===== src/rtl/ks_sum.sv =====
// Output stage of the pipelined Kogge-Stone adder: forms sum and flags from the
// final prefix bundle and delivers them through a 2-entry skid buffer.
module ks_sum #(
   parameter int WIDTH = 32,
   parameter int CNT_W = 16
) (
   input  logic             i_clk,
   input  logic             i_rst_n,
   input  logic             i_valid,
   output logic             o_ready,
   input  logic             i_c0,
   input  logic [WIDTH-1:0] i_pk,
   input  logic [WIDTH-1:0] i_gk,
   output logic             o_valid,
   input  logic             i_ready,
   output logic [WIDTH-1:0] o_sum,
   output logic             o_cout,
   output logic             o_ovf,
   output logic             o_zero,
   output logic [CNT_W-1:0] o_count
);

   if (WIDTH != 32) begin : g_width_chk
      $error("ks_sum: only WIDTH=32 is supported");
   end

   typedef struct packed {
      logic [WIDTH-1:0] sum;
      logic             cout;
      logic             ovf;
      logic             zero;
   } res_t;

   typedef enum logic [1:0] {EMPTY, ONE, FULL} state_t;

   state_t     st;
   res_t       out_r, skid_r, nxt;
   logic [WIDTH-1:0] sum_c;
   logic       accept, xfer;

   // carry into bit k is the group generate of bits [k-1:0]; c0 feeds bit 0
   assign sum_c    = i_pk ^ {i_gk[WIDTH-2:0], i_c0};
   assign nxt.sum  = sum_c;
   assign nxt.cout = i_gk[WIDTH-1];
   assign nxt.ovf  = i_gk[WIDTH-1] ^ i_gk[WIDTH-2];
   assign nxt.zero = (sum_c == '0);

   assign accept = i_valid & o_ready;
   assign xfer   = o_valid & i_ready;

   always_ff @(posedge i_clk or negedge i_rst_n) begin
      if (!i_rst_n) begin
         st      <= EMPTY;
         o_valid <= 1'b0;
         o_ready <= 1'b1;
         out_r   <= '0;
         skid_r  <= '0;
         o_count <= '0;
      end else begin
         if (xfer) o_count <= o_count + CNT_W'(1);
         case (st)
            EMPTY: begin
               if (accept) begin
                  out_r   <= nxt;
                  o_valid <= 1'b1;
                  st      <= ONE;
               end
            end
            ONE: begin
               if (accept && xfer) begin
                  out_r <= nxt;
               end else if (accept) begin
                  skid_r  <= nxt;
                  o_ready <= 1'b0;
                  st      <= FULL;
               end else if (xfer) begin
                  o_valid <= 1'b0;
                  st      <= EMPTY;
               end
            end
            FULL: begin
               // o_ready is low here, so only the drain path exists
               if (xfer) begin
                  out_r   <= skid_r;
                  o_ready <= 1'b1;
                  st      <= ONE;
               end
            end
            default: begin
               st      <= EMPTY;
               o_valid <= 1'b0;
               o_ready <= 1'b1;
            end
         endcase
      end
   end

   assign o_sum  = out_r.sum;
   assign o_cout = out_r.cout;
   assign o_ovf  = out_r.ovf;
   assign o_zero = out_r.zero;

endmodule


===== config.mk =====
export PLATFORM = sky130hd
export DESIGN_NAME = ks_sum
export DESIGN_NICKNAME = d
export VERILOG_FILES = /design/src/rtl/ks_sum.sv
export SDC_FILE = /design/constraint.sdc
export NUM_CORES = 1
export LEC_CHECK = 0
export ABC_AREA = 1
export BUFFER_PORTS_ARGS = -buffer_cell sky130_fd_sc_hd__buf_2
export CAP_MARGIN = 10
export CORE_MARGIN = 2
export CORE_UTILIZATION = 48
export DETAILED_ROUTE_END_ITERATION = 16
export PLACE_DENSITY = 0.77
export RECOVER_POWER = 50
export SETUP_SLACK_MARGIN = 0.4
export SYNTH_ARGS = -nofsm -noshare
export SYNTH_HDL_FRONTEND = slang
export SYNTH_SLANG_ARGS = --single-unit

===== constraint.sdc =====
create_clock -name i_clk -period 1.6 [get_ports i_clk]
set_clock_uncertainty 0.2 [all_clocks]
set_input_delay 0.08 -clock i_clk [delete_from_list [all_inputs] [get_ports i_clk]]
set_output_delay 0.08 -clock i_clk [all_outputs]
set_load 0.03 [all_outputs]

After elaboration in Yosys (flattened, before gate mapping). Index checks and enable logic that the tools add are counted. Widths: inputs -> output; s select.

Output and inout port bits: 53. Flip-flop bits (word level): 90. Input bits: 69.

Muxes and demuxes: 19. Bitwise operators: 7. Reductions and logical operators: 9. Add/sub/neg operators: 1. Equality and inequality tests: 10.

Operator list (number): $mux 35 (3); $pmux 35 s3 (1); $logic_not 32->1 (1); $xor 32x32->32 (1); $add 16x1->16 const B (1); $ne 2x2->1 const B (7); $reduce_and 4->1 (3); $mux 2 (5); $mux 1 (7); $pmux 1 s3 (2); $pmux 2 s3 (1); $reduce_and 5->1 (1); $ne 3x3->1 const B (1); $not 1->1 (3); $reduce_and 3->1 (1); $reduce_bool 3->1 (1); $and 1x1->1 (2); $eq 2x1->1 const B (1); $eq 2x2->1 const B (1); $logic_not 2->1 (1); $logic_and 1x1->1 (1); $xor 1x1->1 (1).

Longest topological paths before layout.
Depth after elaboration: 5. Mapped depth: 11. Depth with buffers taken out: 11.

Least setup slack after synthesis. OpenSTA, ideal clock, no wires.

Path kind: flip-flop to flip-flop. From: register o_count[1]. To: register o_count[14]. Setup slack: -233 ps. Library setup time: 125 ps. Buffers on the path: 0. Arrival time: 1509 ps. Stages on the path, launching flop included: 8. Data required time: 1275 ps. Path through: dfrtp_1 ha_1 nand3_1 nor2_1 nand3_1 nor2_1 nand4_1 xor2_1.

Longest elaborated chain between the ends: 1.

Ends and longest elaborated chain: from (decl) (line 20) `output logic [CNT_W-1:0] o_count`; from (signal assigned) (line 60) `if (xfer) o_count <= o_count + CNT_W'(1);`; $add 16x1->16 (line 60).

Every way passes these cells. A chain may end at the register's enable or synchronous reset.

Worst setup path after layout.
From: register o_valid. To: register out_r (netlist bit o_cout).

Longest elaborated chain between the ends: 4. Elaborated cells on any way between the ends: 5. Classes of those cells: eq/ne: 2; bitwise: 1; reduce/logical: 2.

Ends and longest elaborated chain: from (decl) (line 14) `output logic o_valid,`; from (signal assigned) (line 54) `o_valid <= 1'b0;`; from (signal assigned) (line 65) `o_valid <= 1'b1;`; from (signal assigned) (line 77) `o_valid <= 1'b0;`; $and 1x1->1 (*) (line 49) `assign xfer = o_valid & i_ready;`; $logic_and 1x1->1 (line 70) `if (accept && xfer) begin`; $ne 2x2->1 (no source line); $reduce_and 4->1 (no source line) (*); to (signal assigned) (line 64) `out_r <= nxt;`; to (signal assigned) (line 71) `out_r <= nxt;`; to (signal assigned) (line 84) `out_r <= skid_r;`; to (decl) (line 37) `res_t out_r, skid_r, nxt;`.

Every way passes the cells marked *; elsewhere a longest branch is shown, timed or not.

==> results.md <==
* Synthesized area per cell at 7.67 sq um
* Placed instance count at 812
* Max Cap Viol at 0
* Residual DRC at 0
* Critical-path maximum fanout at 16
* Fmax at 554 MHz
* RSZ-0062 raised after global routing: true
* Pre-antenna DRT Iters at 6
* Initial Util at 49.0%
* Synthesis-to-finish area growth at 72.3%
* Overall Power at 4.57 mW
* Crit path launch type: register
* Root Buffer: clkbuf_8
* Setup Total Neg Slack at -7.68 ns
* Fin. max-slew vios at 0
* Flops & latches, synth at 90
* Layout cell share with drive strength beyond 1 at 44.4%
* Syn nets at 655
* PD cells at 592 nW/um^2
* Failing checks: negative hold slack, negative setup slack
* Worst setup margin at -0.206 ns
* Vias in the first global route at 4853
* Syn Std Cell Area at 4480 sq um
* Slew headroom at 40.7%
* Vias at 5231
* Hold WC Path Type: in2reg
* CTS buffer count at 9
* Leakage at 3.85 nW
* Worst endpoint data arrival time at 1.87 ns
* Pre-CTS WS at -0.0276 ns
* Nets at 901
* Port bufs at 121
* Gr ovfl total at 0
* Die area at 10100 sq um
* Largest net degree at the start of global routing at 42
* Clk buf depth at 2
* DR vias/cell at 5.52
* Core Rows at 35
* Synth warn at 0
* Detail Route Antenna Nets at 0
* Clock transition at path regs at 0.10 ns
* Worst slew pin tran at 0.890 ns
* GRT Total Usage at 27.4%
* WL final at 17.7 mm
* Run status: complete, but fails checks
* Die Wd at 101 um
* Number of top-level pins at 122
* Design area at 7730 sq um
* Die height at 101 um
* Hold path startpoint: i_ready
* Register area share after synthesis at 50.3%
* CP Launch Point: o_valid$_DFFE_PN0P_
* Worst hold slack at -0.115 ns
* Gpl congestion at 0.883
* Setup violators final at 78
* Synth unique cells at 26
* Final core occ at 84.4%
* DR iter-0 viols at 310
* Worst Path Required at 1.67 ns
* Initial antenna violation count at 0
* Non-filler cells, final at 947
* Worst-Skew Late Latency at 0.37 ns
* Post-DR wirelength/cell at 18.7 um
* H-tree depth at 3
* Core Area at 9150 sq um
* FILL cells at 437
* TritonCTS clock tree: built
* Mapped Cells at 585
* Final count of hold timing violations at 36
* Crit path time final at 1.81 ns
* CP endpoint kind: register
* DPL Wire Length at 7.56 mm
* Worst R2R Start: o_valid$_DFFE_PN0P_
* First-pass GRT wire length at 22.1 mm
* Diode count at 0
* Fin crit share at 113%
* Crit path kind: reg2reg
* VDD IR max at 0.400 mV
* Area after DPL at 5400 sq um
* # clock sinks at 90
-- metal layers --
metal	part of all wire [%]	track usage [%]	wire (um)	vias up
li1	-	-	-	2338
met1	37	32.0	6480	2495
met2	50	50.0	8950	295
met3	7.2	3.88	1280	103
met4	5.8	11.5	1020	0
met5	0	0	0	-
-- cells in the mapped netlist --
cell	count	area [sq um]
clkbuf_1	6	22.5
nand3b_1	1	7.51
nand4_1	1	6.26
dfstp_2	1	26.3
o21ai_1	5	25.0
nor3_2	1	10.0
dfrtp_1	89	2230
o21ai_2	5	43.8
a31oi_1	30	188
xnor2_1	10	87.6
nor2_4	1	11.3
buf_6	2	22.5
o22ai_2	1	12.5
nor2_2	2	12.5
nand2_2	1	6.26
o21ai_0	33	165
inv_2	4	15.0
xor2_1	9	78.8
nand3_1	34	170
nor2_1	49	184
buf_2	13	65.1
ha_1	1	12.5
nor3_1	5	25.0
o22a_1	1	8.76
nand2_1	212	796
inv_1	68	255
-- cells by family (layout without fill, tap and decap cells) --
| family | after synthesis | in the layout | synth area share [%] |
|---|---|---|---|
| AO/OA/AOI/OAI | 75 | 75 | 9.88 |
| XOR/XNOR | 19 | 19 | 3.71 |
| adder cells (fa/ha/maj) | 1 | 1 | 0.279 |
| buffers and inverters | 93 | 344 | 8.48 |
| flip-flops | 90 | 90 | 50.3 |
| AND/OR/NAND/NOR | 307 | 307 | 27.4 |
-- flip-flops by register name, indices dropped and copies added, names as in the netlist --
signal and cells:
o_count 16, o_cout 1, o_ovf 1, o_ready 1, o_sum 32, o_valid 1
o_zero 1, skid_r 35, st 2
-- final cells by class --
type	instances	area (sq um)	area share [%]
multi-input cells	402	2430	31.5
repair buffers	256	2370	30.7
flip-flops and latches	90	2260	29.3
inverters	72	293	3.79
clock buffers	14	163	2.11
well taps	111	139	1.80
clock inverters	2	60.1	0.777
-- placed cells by master (no fill, tap or decap), types with 3 or more instances in the layout --
cell	Yosys	final
nand2_2	1	55
nor2_4	1	27
buf_6	2	68
a31oi_1	30	26
nand2_4	0	11
clkbuf_8	0	11
dfrtp_1	89	80
o21ai_0	33	5
clkbuf_1	6	3
nor3_4	0	4
o21ai_1	5	30
dfrtp_2	0	9
nor2_2	2	14
xor2_1	9	9
xnor2_1	10	9
buf_12	0	7
buf_2	13	68
nor2_1	49	11
clkbuf_16	0	8
o21ai_2	5	8
nand2_1	212	147
buf_4	0	57
dlygate4sd3_1	0	44
a31oi_2	0	4
inv_1	68	65
nand3_1	34	30
-- worst max-delay path: stages, from the launching register on --
cell	delay, ns
dfrtp_2	0.47
nand2_4	0.13
inv_8	0.05
o22ai_4	0.22
clkinv_4	0.19
clkbuf_16	0.23
a31oi_1	0.20
-- where the power goes --
part / leakage (nW) / internal [mW] / switching, mW
logic: 2.52 / 0.206 / 0.263
registers: 1.22 / 2.27 / 0
clock network: 0.111 / 0.971 / 0.860
-- final timing paths --
check,end,slack (ns),cells after the start
max,o_cout$_DFFE_PN0P_,-0.21,6
min,o_count[0]$_DFFE_PN0P_,-0.11,3
max reg2reg,o_cout$_DFFE_PN0P_,-0.21,6
min reg2reg,skid_r[1]$_DFFE_PN0P_,0.30,2
max in group asynchronous,skid_r[30]$_DFFE_PN0P_,0.09,3
min in group asynchronous,o_count[5]$_DFFE_PN0P_,0.15,2
-- what timing repair did --
action,4_1_cts,5_1_grt
endpoints found under the hold margin,163,29
gates resized for setup,178,131
endpoints found under the setup margin,139,133
hold buffers,62,10
buffers inserted,26,37
pin swaps,7,22
cloned,1,10
Note: power is estimated with default switching activity, not from simulation.
